<file path="config.mk">
export PLATFORM = sky130hd
export DESIGN_NAME = sweep_sequencer
export DESIGN_NICKNAME = d
export VERILOG_FILES = /design/src/rtl/sweep_sequencer.sv
export SDC_FILE = /design/constraint.sdc
export NUM_CORES = 1
export LEC_CHECK = 0
export ABC_AREA = 1
export CAP_MARGIN = 15
export CORE_MARGIN = 2
export CORE_UTILIZATION = 45
export CTS_CLUSTER_DIAMETER = 50
export DETAILED_ROUTE_END_ITERATION = 8
export PLACE_DENSITY = 0.76
export SYNTH_ARGS = -nofsm -noshare
export SYNTH_HDL_FRONTEND = slang
export SYNTH_SLANG_ARGS = --single-unit
export TNS_END_PERCENT = 5
</file>
<file path="constraint.sdc">
create_clock -name CLK -period 1.8 [get_ports CLK]
set_input_delay 0.36 -clock CLK [delete_from_list [all_inputs] [get_ports CLK]]
set_output_delay 0.36 -clock CLK [all_outputs]
set_load 0.1 [all_outputs]
</file>
<file path="src/rtl/sweep_sequencer.sv">
// Two-axis servo calibration sequencer: sweeps the horizontal then the vertical
// channel, tracking the pulse width of peak irradiance and parking each axis there.
module sweep_sequencer #(
  parameter logic [31:0] MIN_PW         = 32'd500,
  parameter logic [31:0] END_PW         = 32'd2500,
  parameter logic [31:0] SETTLE_CYCLES  = 32'd100000000,
  parameter logic [31:0] TIMEOUT_CYCLES = 32'hFFFF_FFFF,
  parameter int unsigned LW             = 12
) (
  input  logic          CLK,
  input  logic          RST,
  input  logic          START,
  input  logic          ABORT,
  input  logic [LW-1:0] LIGHT,
  input  logic          LIGHT_VALID,
  input  logic [31:0]   PW_H,
  input  logic [31:0]   PW_V,
  output logic [1:0]    DIR_H,
  output logic [1:0]    DIR_V,
  output logic          EN_H,
  output logic          EN_V,
  output logic          ES_H,
  output logic          ES_V,
  output logic          MC_H,
  output logic          MC_V,
  output logic [31:0]   PWMAX_H,
  output logic [31:0]   PWMAX_V,
  output logic          BUSY,
  output logic          DONE,
  output logic          ERR
);

  typedef enum logic [2:0] {
    S_IDLE,
    S_HSWEEP,
    S_HHOLD,
    S_VSWEEP,
    S_VHOLD,
    S_FINISH
  } state_t;

  localparam logic [1:0] DIR_STOP = 2'b00;
  localparam logic [1:0] DIR_CCW  = 2'b01;
  localparam logic [1:0] DIR_CW   = 2'b10;

  state_t        state_q, state_d;
  logic [31:0]   cnt_q, cnt_d;
  logic [LW-1:0] best_q, best_d;
  logic [31:0]   pwmax_h_q, pwmax_h_d;
  logic [31:0]   pwmax_v_q, pwmax_v_d;
  logic [1:0]    dir_h_q, dir_h_d;
  logic [1:0]    dir_v_q, dir_v_d;
  logic          en_h_q, en_h_d;
  logic          en_v_q, en_v_d;
  logic          es_h_q, es_h_d;
  logic          es_v_q, es_v_d;
  logic          mc_h_q, mc_h_d;
  logic          mc_v_q, mc_v_d;
  logic          busy_q, busy_d;
  logic          done_q, done_d;
  logic          err_q, err_d;

  logic          new_peak;

  assign new_peak = LIGHT_VALID && (LIGHT > best_q);

  // Next-state, counter and peak tracking
  always_comb begin
    state_d   = state_q;
    cnt_d     = cnt_q;
    best_d    = best_q;
    pwmax_h_d = pwmax_h_q;
    pwmax_v_d = pwmax_v_q;
    err_d     = 1'b0;

    unique case (state_q)
      S_IDLE: begin
        if (START && !ABORT) begin
          state_d   = S_HSWEEP;
          best_d    = '0;
          pwmax_h_d = MIN_PW;
          cnt_d     = '0;
        end
      end

      S_HSWEEP: begin
        cnt_d = cnt_q + 32'd1;
        if (new_peak) begin
          best_d    = LIGHT;
          pwmax_h_d = PW_H;
        end
        if (cnt_q == TIMEOUT_CYCLES - 32'd1) begin
          state_d = S_IDLE;
          err_d   = 1'b1;
        end else if (PW_H >= END_PW) begin
          state_d = S_HHOLD;
          cnt_d   = '0;
        end
      end

      S_HHOLD: begin
        if (cnt_q == SETTLE_CYCLES - 32'd1) begin
          state_d   = S_VSWEEP;
          best_d    = '0;
          pwmax_v_d = MIN_PW;
          cnt_d     = '0;
        end else begin
          cnt_d = cnt_q + 32'd1;
        end
      end

      S_VSWEEP: begin
        cnt_d = cnt_q + 32'd1;
        if (new_peak) begin
          best_d    = LIGHT;
          pwmax_v_d = PW_V;
        end
        if (cnt_q == TIMEOUT_CYCLES - 32'd1) begin
          state_d = S_IDLE;
          err_d   = 1'b1;
        end else if (PW_V >= END_PW) begin
          state_d = S_VHOLD;
          cnt_d   = '0;
        end
      end

      S_VHOLD: begin
        if (cnt_q == SETTLE_CYCLES - 32'd1) begin
          state_d = S_FINISH;
          cnt_d   = '0;
        end else begin
          cnt_d = cnt_q + 32'd1;
        end
      end

      S_FINISH: begin
        state_d = S_IDLE;
      end

      default: begin
        state_d = S_IDLE;
      end
    endcase

    // Abort wins over everything and discards the sample seen in this cycle
    if (ABORT && (state_q != S_IDLE)) begin
      state_d   = S_IDLE;
      err_d     = 1'b0;
      pwmax_h_d = pwmax_h_q;
      pwmax_v_d = pwmax_v_q;
    end

    if (state_d == S_IDLE) begin
      cnt_d  = '0;
      best_d = '0;
    end
  end

  // Outputs decoded from the next state so they register alongside it
  always_comb begin
    dir_h_d = DIR_STOP;
    dir_v_d = DIR_STOP;
    en_h_d  = 1'b0;
    en_v_d  = 1'b0;
    es_h_d  = 1'b0;
    es_v_d  = 1'b0;
    mc_h_d  = 1'b0;
    mc_v_d  = 1'b0;
    busy_d  = 1'b0;
    done_d  = 1'b0;

    unique case (state_d)
      S_HSWEEP: begin
        dir_h_d = DIR_CCW;
        en_h_d  = 1'b1;
        es_h_d  = 1'b1;
        busy_d  = 1'b1;
      end
      S_HHOLD: begin
        dir_h_d = DIR_CW;
        en_h_d  = 1'b1;
        mc_h_d  = 1'b1;
        busy_d  = 1'b1;
      end
      S_VSWEEP: begin
        dir_v_d = DIR_CCW;
        en_v_d  = 1'b1;
        es_v_d  = 1'b1;
        busy_d  = 1'b1;
      end
      S_VHOLD: begin
        dir_v_d = DIR_CW;
        en_v_d  = 1'b1;
        mc_v_d  = 1'b1;
        busy_d  = 1'b1;
      end
      S_FINISH: begin
        done_d = 1'b1;
        busy_d = 1'b1;
      end
      default: begin
      end
    endcase
  end

  always_ff @(posedge CLK) begin
    if (RST) begin
      state_q   <= S_IDLE;
      cnt_q     <= '0;
      best_q    <= '0;
      pwmax_h_q <= MIN_PW;
      pwmax_v_q <= MIN_PW;
      dir_h_q   <= DIR_STOP;
      dir_v_q   <= DIR_STOP;
      en_h_q    <= 1'b0;
      en_v_q    <= 1'b0;
      es_h_q    <= 1'b0;
      es_v_q    <= 1'b0;
      mc_h_q    <= 1'b0;
      mc_v_q    <= 1'b0;
      busy_q    <= 1'b0;
      done_q    <= 1'b0;
      err_q     <= 1'b0;
    end else begin
      state_q   <= state_d;
      cnt_q     <= cnt_d;
      best_q    <= best_d;
      pwmax_h_q <= pwmax_h_d;
      pwmax_v_q <= pwmax_v_d;
      dir_h_q   <= dir_h_d;
      dir_v_q   <= dir_v_d;
      en_h_q    <= en_h_d;
      en_v_q    <= en_v_d;
      es_h_q    <= es_h_d;
      es_v_q    <= es_v_d;
      mc_h_q    <= mc_h_d;
      mc_v_q    <= mc_v_d;
      busy_q    <= busy_d;
      done_q    <= done_d;
      err_q     <= err_d;
    end
  end

  assign DIR_H   = dir_h_q;
  assign DIR_V   = dir_v_q;
  assign EN_H    = en_h_q;
  assign EN_V    = en_v_q;
  assign ES_H    = es_h_q;
  assign ES_V    = es_v_q;
  assign MC_H    = mc_h_q;
  assign MC_V    = mc_v_q;
  assign PWMAX_H = pwmax_h_q;
  assign PWMAX_V = pwmax_v_q;
  assign BUSY    = busy_q;
  assign DONE    = done_q;
  assign ERR     = err_q;

endmodule
</file>
==> metrics.md, run 1 <==
| Metric | Value |
|---|---|
| Outcome | finished, violations left |
| Failing checks | negative setup slack |
| TritonRoute pass-1 iters | 6 |
| Root buffer cell | clkbuf_16 |
| Power density cells | 819 nW/um^2 |
| Gr ovfl total | 0 |
| VDD IR max | 0.000695 V |
| DR vias/cell | 5.07 |
| Final setup fails | 121 |
| Family with the most delay on the worst path | simple AND/OR/NAND/NOR gates |
| Layout Nets | 1,365 |
| Yosys warns | 0 |
| Worst Path Buf+Inv | 4 |
| CTS tree | done |
| CP cell instances | inv_4, ha_4, nand2_2, nor2_1, nand2_1, nor2_1, nand2_2, nand2_4, inv_1, nand2_2, nand3_2, nand2_2, nand3_4, nand2_4, buf_12, clkbuf_16, nor2_1 |
| Crit path arrival time | 2450 ps |
| #FFs+latches synth | 123 |
| Worst EP required | 2120 ps |
| WL/cell | 15.2 um |
| Synth unique cells | 31 |
| Post-Syn Nets | 1,100 |
| Final slew viol count | 0 |
| TNS Setup | -27,530 ps |
| DR vias | 7,433 |
| Final WL | 22.3 mm |
| Initial antenna violation count | 0 |
| Mean post-synth cell area | 6.55 sq um |
| Initial core utilization | 45.7% |
| Post-Synthesis Cell Area | 6590 sq um |
| Clk slew on worst S/H paths | 50 ps |
| Sink Count | 123 |
| CP max-delay cell | dfxtp_4 |
| Syn-to-layout area delta | 67.8% |
| Slew margin rel. | 66.7% |
| Worst slack at placement | -680 ps |
| Largest stage delay, worst path | 360 ps |
| Total CTS buffers | 17 |
| IO Pins | 158 |
| CTS HTree Levels | 4 |
| Die Y | 125 um |
| Worst hold path class | in -> reg |
| DR iter-0 viols | 534 |
| DRT antenna net count | 0 |
| Final worst-path cycle share | 118% |
| Die ar. | 15,600 sq um |
| Layout cell share with drive strength beyond 1 | 27.5% |
| GRT Overall Usage | 26.8% |
| Placeable Area | 14,400 sq um |
| Seq/Total Area, Yosys | 37.4% |
| # diodes | 0 |
| Placer Congestion | 0.978 |
| Worst path most repeated cell | nand2_2 |
| RSZ-0062 raised after global routing | true |
| Max FO, Critical Path | 7 |
| Crit Path Class | reg -> reg |
| Clock Tree Buf Depth | 2 |
| Setup WS post-layout | -330 ps |
| DRC | 0 |
| Cts hold-fix bufs | 0 |
| Die width | 125 um |
| Slew @ Worst Pin | 488 ps |
| Startpoint types | flop |
| Clock Skew | 14.0 ps |
| Gate Count Post-Synth | 1,005 |
| HPWL after detailed placement | 14.5 mm |
| Worst Setup End Kind | flop |
| Max cap viols | 0 |
| First-pass GRT wire length | 34.4 mm |
| Final hold vios | 0 |
| Clk Latency, worst-skew pair | 430 ps |
| Vias in the first global route | 7,311 |
| P_leak | 4.91 nW |
| Tmin final | 2130 ps |
| Overall power | 9.06 mW |
| Port bufs | 157 |
| Cell row count | 44 |
| Fmax | 470 MHz |
| Largest net degree at the start of global routing | 33 |
[metal layers]
metal | vias to the layer above | part of all wire, % | track usage (%)
li1 | 3648 | - | -
met1 | 3440 | 37 | 28.4
met2 | 285 | 52 | 48.3
met3 | 60 | 8.3 | 11.0
met4 | 0 | 2.7 | 8.95
met5 | - | 0 | 0
[per-stage QoR]
| stage | util (%) | area [sq um] | std cells | hold WS (ps) |
|---|---|---|---|---|
| 3_3_place_gp | 68.9 | 9940 | 1421 | 508 |
| 4_1_cts | 74.9 | 10800 | 1458 | 455 |
| 6_report | 76.6 | 11100 | 1466 | 412 |
| 2_1_floorplan | - | 6600 | 1005 | 444 |
| 3_5_place_dp | 68.9 | 9940 | 1421 | 517 |
| 5_1_grt | 76.6 | 11100 | 1466 | 417 |
[repair_timing]
item	CTS	global route
gates resized for setup	97	49
cloned	1	2
setup buffers	7	6
setup endpoints to repair	118	122
pin swaps	16	17
[sequential cells by signal (all words and copies together), names as in the netlist]
| register | count |
|---|---|
| BUSY | 1 |
| DIR_H | 2 |
| DIR_V | 2 |
| DONE | 1 |
| EN_H | 1 |
| EN_V | 1 |
| ERR | 1 |
| ES_H | 1 |
| MC_H | 1 |
| MC_V | 1 |
| PWMAX_H | 32 |
| PWMAX_V | 32 |
| best_q | 12 |
| cnt_q | 32 |
| state_q | 3 |
[tightest hold or removal path, delay by kind of cell]
kind,cells,cell delay (ps)
buf+inv,1,160
simple gates,4,270
[where the power goes]
part,internal [mW],switching (mW),total (mW),leakage [nW]
Clock,2.28,1.27,3.55,0.292
Combinational,0.988,1.53,2.52,3.62
Sequential,2.85,0.134,2.99,1.00
Total,6.12,2.94,9.06,4.91
[final timing paths]
check         startpoint           to  slack [ps]  depth (start not counted)
min            LIGHT[10]   best_q[10]         410                          5
min reg2reg  PWMAX_H[27]  PWMAX_H[27]         520                          2
max reg2reg     cnt_q[0]    cnt_q[14]        -330                         17
max             cnt_q[0]    cnt_q[14]        -330                         17
[synthesized netlist by cell type]
cell	count	area share, %
a2111oi_0	1	0.13
a21oi_1	28	2.1
a22oi_1	23	2.6
a31oi_1	1	0.095
and3_1	1	0.095
buf_12	3	0.91
buf_2	8	0.61
buf_4	4	0.46
buf_6	1	0.17
clkbuf_1	26	1.5
clkinv_1	2	0.11
dfxtp_1	123	37
ha_1	14	2.7
inv_1	138	7.9
nand2_1	160	9.1
nand2_2	7	0.66
nand2_4	1	0.17
nand3_1	36	2.7
nand3_2	2	0.30
nand3b_1	1	0.11
nand4_1	12	1.1
nor2_1	262	15
nor2_2	36	3.4
nor2_4	2	0.34
nor3_1	10	0.76
nor3b_1	2	0.23
nor4_1	2	0.19
o21ai_0	70	5.3
o22ai_1	1	0.095
xnor2_1	5	0.66
xor2_1	23	3.1
[cells by family (layout without fill, tap and decap cells)]
kind of cell | after synthesis | in the layout | synth area share (%)
DFF | 123 | 123 | 37.4
xor gates and xnor gates | 28 | 28 | 3.72
buffers and inverters | 182 | 459 | 11.6
AOI/OAI and AO/OA | 124 | 124 | 10.4
and+or+nand+nor | 534 | 534 | 34.2
adders and majority gates | 14 | 14 | 2.66
[cell usage in the layout, fill, tap and decap left out, types with 22 or more instances in the layout]
cell	instances
nor2_1	242
nand2_1	147
inv_1	133
dfxtp_1	119
buf_4	113
buf_12	89
clkdlybuf4s50_1	74
nor2_2	50
o21ai_1	48
nand3_1	35
xor2_1	23
a22oi_1	23
a21oi_1	22
[layout make-up]
type,instances,area [sq um]
Clock buffer,21,470
Clock inverter,10,140
Fill cell,957,3370
Inverter,140,528
Multi-Input combinational cell,700,3660
Sequential cell,123,2470
Tap cell,184,230
Timing Repair Buffer,288,3550
Power figures use the tool's default switching activity.
==> inputs of run 2 (changes only) <==
--- a/constraint.sdc
+++ b/constraint.sdc
@@ -3,2 +3,2 @@
 set_output_delay 0.36 -clock CLK [all_outputs]
-set_load 0.1 [all_outputs]
+set_load 0.01 [all_outputs]
==> run 2 against run 1 <==
Compared with the run above:
- the flow still finishes with violations (negative setup slack)
- sequential power is 2% lower
- setup slack better by 67 ps
- wire length decreased by 12%
- clock-buffer cell count is 1 higher
- flip-flop and latch count unchanged
- first-iteration DRC count fell by 17%
- clock skew shrank 5.2 ps
- core utilization decreased by 5.3 points
- total power is 14% lower
- register-to-register slack improved by 70 ps
- non-clock buffer count rose by 14
- critical endpoint is now best_q[7]
==> metrics.md, run 2 (synthesis results as in run 1) <==
| Metric | Value |
|---|---|
| Family with the most delay on the worst path | simple AND/OR/NAND/NOR gates |
| Worst Setup End Kind | flop |
| Die ar. | 15,600 sq um |
| IO Pins | 158 |
| Root buffer cell | clkbuf_16 |
| Fmax | 485 MHz |
| Post-layout util | 71.3% |
| Worst r2r src | cnt_q[0] |
| Worst reg2reg path endpoint | best_q[7] |
| Max cap viols | 0 |
| Crit Path Class | reg -> reg |
| DR iter-0 viols | 442 |
| RSZ-0062 raised after global routing | true |
| Tmin final | 2060 ps |
| Clk Latency, worst-skew pair | 420 ps |
| Slew @ Worst Pin | 784 ps |
| Clock Power Share | 43.6% |
| Vias in the first global route | 7,013 |
| VDD IR max | 0.000605 V |
| DRC | 0 |
| HPWL after detailed placement | 13.6 mm |
| First-pass GRT wire length | 32.0 mm |
| DR vias/cell | 4.84 |
| TritonRoute pass-1 iters | 5 |
| DR vias | 7,167 |
| Sequential group share of total power | 37.7% |
| Syn-to-layout area delta | 56.2% |
| Final non-filler cell area | 10,300 sq um |
| # diodes | 0 |
| CP startpoint | cnt_q[0] |
| Critical Path Sink | best_q[7] |
| Final WL | 19.6 mm |
| Placement Cell Area | 9220 sq um |
| Final hold vios | 0 |
| Total CTS buffers | 17 |
| Worst Path Buf+Inv | 3 |
| Gr ovfl total | 0 |
| TNS Setup | -21,810 ps |
| Worst Reg2Reg Path Length in Cells | 17 |
| Fillcell total | 1,134 |
| Placed Cells incl. Taps | 1,432 |
| Worst slack at placement | -730 ps |
| Largest stage delay, worst path | 360 ps |
| Final setup fails | 120 |
| Worst hold path class | reg -> reg |
| Worst path most repeated cell | nand2_2 |
| Outcome | finished, violations left |
| Comb pwr share | 18.8% |
| Final slew viol count | 0 |
| Setup WS post-layout | -263 ps |
| Overall power | 7.76 mW |
| Die width | 125 um |
| Initial core utilization | 45.7% |
| Pint | 5.75 mW |
| Placer Congestion | 0.937 |
| Sink Count | 123 |
| Most frequent cells in the layout | nor2_1, clkdlybuf4s50_1, nand2_1 |
| CTS HTree Levels | 4 |
| WL/cell | 13.2 um |
| Finished Layout Cells | 1,481 |
| CP cell instances | inv_4, ha_4, nand2_2, nor2_2, nand2_1, nor2_1, nand2_2, nand2_2, nor2_2, nor2_2, nand2_2, nand2_2, nand3_2, nand2_4, buf_12, clkbuf_16, nor2_2 |
| Die Y | 125 um |
| Clk slew on worst S/H paths | 60 ps |
| Power density cells | 754 nW/um^2 |
| Layout cell share with drive strength beyond 1 | 21.5% |
| Hold_ws | 457 ps |
| Initial antenna violation count | 0 |
| Clock Tree Buf Depth | 2 |
| Hold-critical path depth | 2 |
| Sw Pwr | 2.01 mW |
| Final worst-path cycle share | 115% |
| Cell row count | 44 |
| R2r setup slk | -260 ps |
| Port bufs | 157 |
| Startpoint types | flop |
| Commonest non-fill, non-tap cell in the layout | nor2_1 |
| P_leak | 4.54 nW |
| DRT antenna net count | 0 |
| CP max-delay cell | dfxtp_4 |
| GRT Overall Usage | 24.8% |
| Cts hold-fix bufs | 0 |
| Worst EP required | 2110 ps |
| Slew margin rel. | 46.4% |
| Levels on crit path | 17 |
| Placeable Area | 14,400 sq um |
| Crit path arrival time | 2370 ps |
| Sw Share | 25.9% |
| Largest net degree at the start of global routing | 53 |
| Max FO, Critical Path | 6 |
| Clock Skew | 8.80 ps |
| CTS tree | done |
| Layout Nets | 1,379 |
| Failing checks | negative setup slack |
[run 2: changes by cell type in the layout (fill, tap and decap cells not counted), moves of 6 or more]
cell / previous run / this run
clkdlybuf4s50_1: 74 / 153
nor2_1: 242 / 248
o21ai_0: 15 / 28
buf_4: 113 / 124
buf_12: 89 / 11
o21ai_1: 48 / 35
[run 2: metal layers]
metal / wire, um / up-vias / GRT usage [%]
met5: 0 / - / 0
met4: 418 / 0 / 8.43
met3: 1480 / 37 / 8.47
met2: 9670 / 211 / 43.4
met1: 8010 / 3232 / 28.4
li1: - / 3687 / -
[run 2: what timing repair did]
item / 4_1_cts / 5_1_grt
buffers inserted: 8 / 5
setup endpoints to repair: 121 / 122
pin swaps: 10 / 17
gates cloned: 3 / 1
resized for setup: 89 / 34
[run 2: power groups by stage]
stage / sequential, mW / clock (mW) / combinational, mW
after global routing: 2.94 / 3.56 / 1.59
after detailed placement: 2.98 / 0 / 1.30
after CTS: 2.92 / 3.43 / 1.40
final: 2.92 / 3.38 / 1.46
after global placement: 2.97 / 0 / 1.28
after floorplan: 3.02 / 0 / 0.578
[run 2: worst min-delay path by stage]
stage | start | to | slack (ps)
CTS | PWMAX_H[5] | PWMAX_H[5] | 460
finish | PWMAX_H[5] | PWMAX_H[5] | 460
floorplan | RST | state_q[0] | 440
global route | PWMAX_V[6] | PWMAX_V[6] | 490
detailed placement | PWMAX_V[2] | PWMAX_V[2] | 450
global placement | PWMAX_V[4] | PWMAX_V[4] | 440
[run 2: cell type report]
class | instances | area [sq um] | share of cell area [%]
Clock inverter | 10 | 115 | 1.12
Clock buffer | 22 | 474 | 4.61
Multi-Input combinational cell | 700 | 3600 | 35.0
Sequential cell | 123 | 2470 | 24.0
Tap cell | 184 | 230 | 2.24
Timing Repair Buffer | 302 | 2870 | 27.9
Inverter | 140 | 531 | 5.16
[run 2: worst min-delay path, cell delays in order (launching register included)]
cell and delay [ps]:
dfxtp_1 320, a21oi_1 60, nand2_1 50
==> inputs of run 3 (changes only) <==
Settings changed: SLEW_MARGIN set to 10.
Clock period 1.8 ns to 1.7 ns, I/O delays scaled along.
==> run 3 against run 2 <==
Compared with the run above:
- the run still ends with negative setup slack left
- largest power group unchanged
- highest routed layer unchanged
- critical path type is now in -> reg
- combinational power increased by 10%
- clock-buffer cell count decreased by 3
- design area increased by 3.4%
- die area unchanged
==> metrics.md, run 3 (synthesis results as in run 1) <==
| Metric | Value |
|---|---|
| Crit Path Class | in -> reg |
| Setup WS post-layout | -412 ps |
| Final worst-path cycle share | 124% |
| Vias in the first global route | 7,246 |
| Worst hold path class | reg -> reg |
| # diodes | 0 |
| Commonest non-fill, non-tap cell in the layout | nor2_1 |
| Gr ovfl total | 0 |
| Die width | 125 um |
| DR iter-0 viols | 604 |
| Worst slack at placement | -781 ps |
| Worst EP required | 2060 ps |
| Sequential group share of total power | 34.6% |
| Syn-to-layout area delta | 61.6% |
| CTS HTree Levels | 4 |
| Max cap viols | 0 |
| Sink Count | 123 |
| Final setup fails | 122 |
| Fillcell total | 1,043 |
| Placeable Area | 14,400 sq um |
| Reg area | 2470 sq um |
| Slew @ Worst Pin | 380 ps |
| Largest net degree at the start of global routing | 33 |
| Outcome | finished, violations left |
| Final hold vios | 0 |
| Clock Power Share | 47.4% |
| Total CTS buffers | 17 |
| Pint | 6.66 mW |
| Port bufs | 157 |
| Most frequent cells in the layout | nor2_1, nand2_1, buf_4 |
| DR vias/cell | 4.97 |
| Slew margin rel. | 74.0% |
| Sw Pwr | 2.29 mW |
| GRT Overall Usage | 27.0% |
| Clk Latency, worst-skew pair | 420 ps |
| TNS Setup | -33,480 ps |
| DR vias | 7,454 |
| Worst Hold Launch | PWMAX_H[4] |
| P_leak | 5.01 nW |
| Area of the multi-input gates | 3670 sq um |
| CP max-delay cell | clkdlybuf4s50_1 |
| Worst r2r src | state_q[0] |
| Max FO, Critical Path | 6 |
| Worst reg2reg path endpoint | best_q[5] |
| Placer Congestion | 0.938 |
| Initial antenna violation count | 0 |
| DRC | 0 |
| Failing checks | negative setup slack |
| CP startpoint | PW_V[16] |
| Power density cells | 842 nW/um^2 |
| CP cell instances | clkdlybuf4s50_1, nor2_2, nand2_1, nor2_1, nand2_1, nor2_2, nand2_2, nor2_2, nor2_2, nand2_2, nand2_4, nand3_4, nand2_8, buf_12, buf_16, nor2_2 |
| Final WL | 21.9 mm |
| HPWL after detailed placement | 14.4 mm |
| Clock Skew | 8.59 ps |
| Crit path arrival time | 2470 ps |
| Fmax | 473 MHz |
| Die Y | 125 um |
| Comb pwr share | 18.0% |
| Startpoint types | primary input |
| Layout Nets | 1,399 |
| R2r setup slk | -400 ps |
| Sw Share | 25.6% |
| Overall power | 8.95 mW |
| Placement Cell Area | 9420 sq um |
| Cell row count | 44 |
| RSZ-0062 raised after global routing | true |
| Final non-filler cell area | 10,600 sq um |
| Tmin final | 2110 ps |
| Clock Tree Buf Depth | 2 |
| Initial core utilization | 45.7% |
| First-pass GRT wire length | 34.5 mm |
| Die ar. | 15,600 sq um |
| IO Pins | 158 |
| Worst Setup End Kind | flop |
| Cts hold-fix bufs | 0 |
| TritonRoute pass-1 iters | 4 |
| Largest stage delay, worst path | 450 ps |
| DRT antenna net count | 0 |
| Hold path endpoint | PWMAX_H[4] |
| VDD IR max | 0.000755 V |
| Clk slew on worst S/H paths | 60 ps |
| CTS tree | done |
| Root buffer cell | clkbuf_16 |
| Worst Reg2Reg Path Length in Cells | 13 |
| Hold-critical path depth | 2 |
| Worst path most repeated cell | nor2_2 |
| Final slew viol count | 0 |
| Post-layout util | 73.8% |
| Layout cell share with drive strength beyond 1 | 23.3% |
| WL/cell | 14.6 um |
run 3: final cells by class:
cell class,count,area share [%]
inverter,140,5.01
timing repair buffer,322,28.6
clock buffer,19,4.26
sequential,123,23.2
clock inverter,13,2.23
multi-input combinational,700,34.5
tap,184,2.16
run 3: power by group through the flow:
| stage | logic [mW] | registers (mW) | clock network (mW) |
|---|---|---|---|
| 2_1_floorplan | 0.622 | 3.20 | 0 |
| 3_3_place_gp | 1.39 | 3.15 | 0 |
| 3_5_place_dp | 1.42 | 3.15 | 0 |
| 4_1_cts | 1.56 | 3.09 | 4.27 |
| 5_1_grt | 1.74 | 3.11 | 4.43 |
| 6_report | 1.61 | 3.09 | 4.25 |
run 3: critical path: cells and delay by family:
| family | cells | cell delay [ps] |
|---|---|---|
| buffers and inverters | 3 | 740 |
| AND/OR/NAND/NOR | 13 | 1370 |
run 3: what timing repair did:
| item | in CTS | in global routing |
|---|---|---|
| pin swaps | 9 | 3 |
| setup endpoints to repair | 126 | 145 |
| buffers inserted | 8 | 0 |
| cloned | 3 | 0 |
| resized for setup | 87 | 78 |
run 3: how the worst max path moves through the flow:
| stage | to | slack [ps] |
|---|---|---|
| after floorplan | cnt_q[0] | -100 |
| after global placement | PWMAX_V[0] | -710 |
| after detailed placement | PWMAX_V[0] | -780 |
| after CTS | cnt_q[11] | -300 |
| after global routing | best_q[1] | -520 |
| final | best_q[5] | -410 |
run 3: through the flow:
step                hold WS (ps)  std cells
CTS                          441       1502
finish                       456       1501
detailed placement           446       1459
global placement             441       1459
floorplan                    424       1005
global route                 479       1501
run 3: per-layer routing:
metal	wire length [um]	vias up	GRT usage [%]
li1	-	3721	-
met1	8570	3423	29.7
met2	11200	246	48.1
met3	1400	64	8.56
met4	745	0	11.4
met5	0	-	0
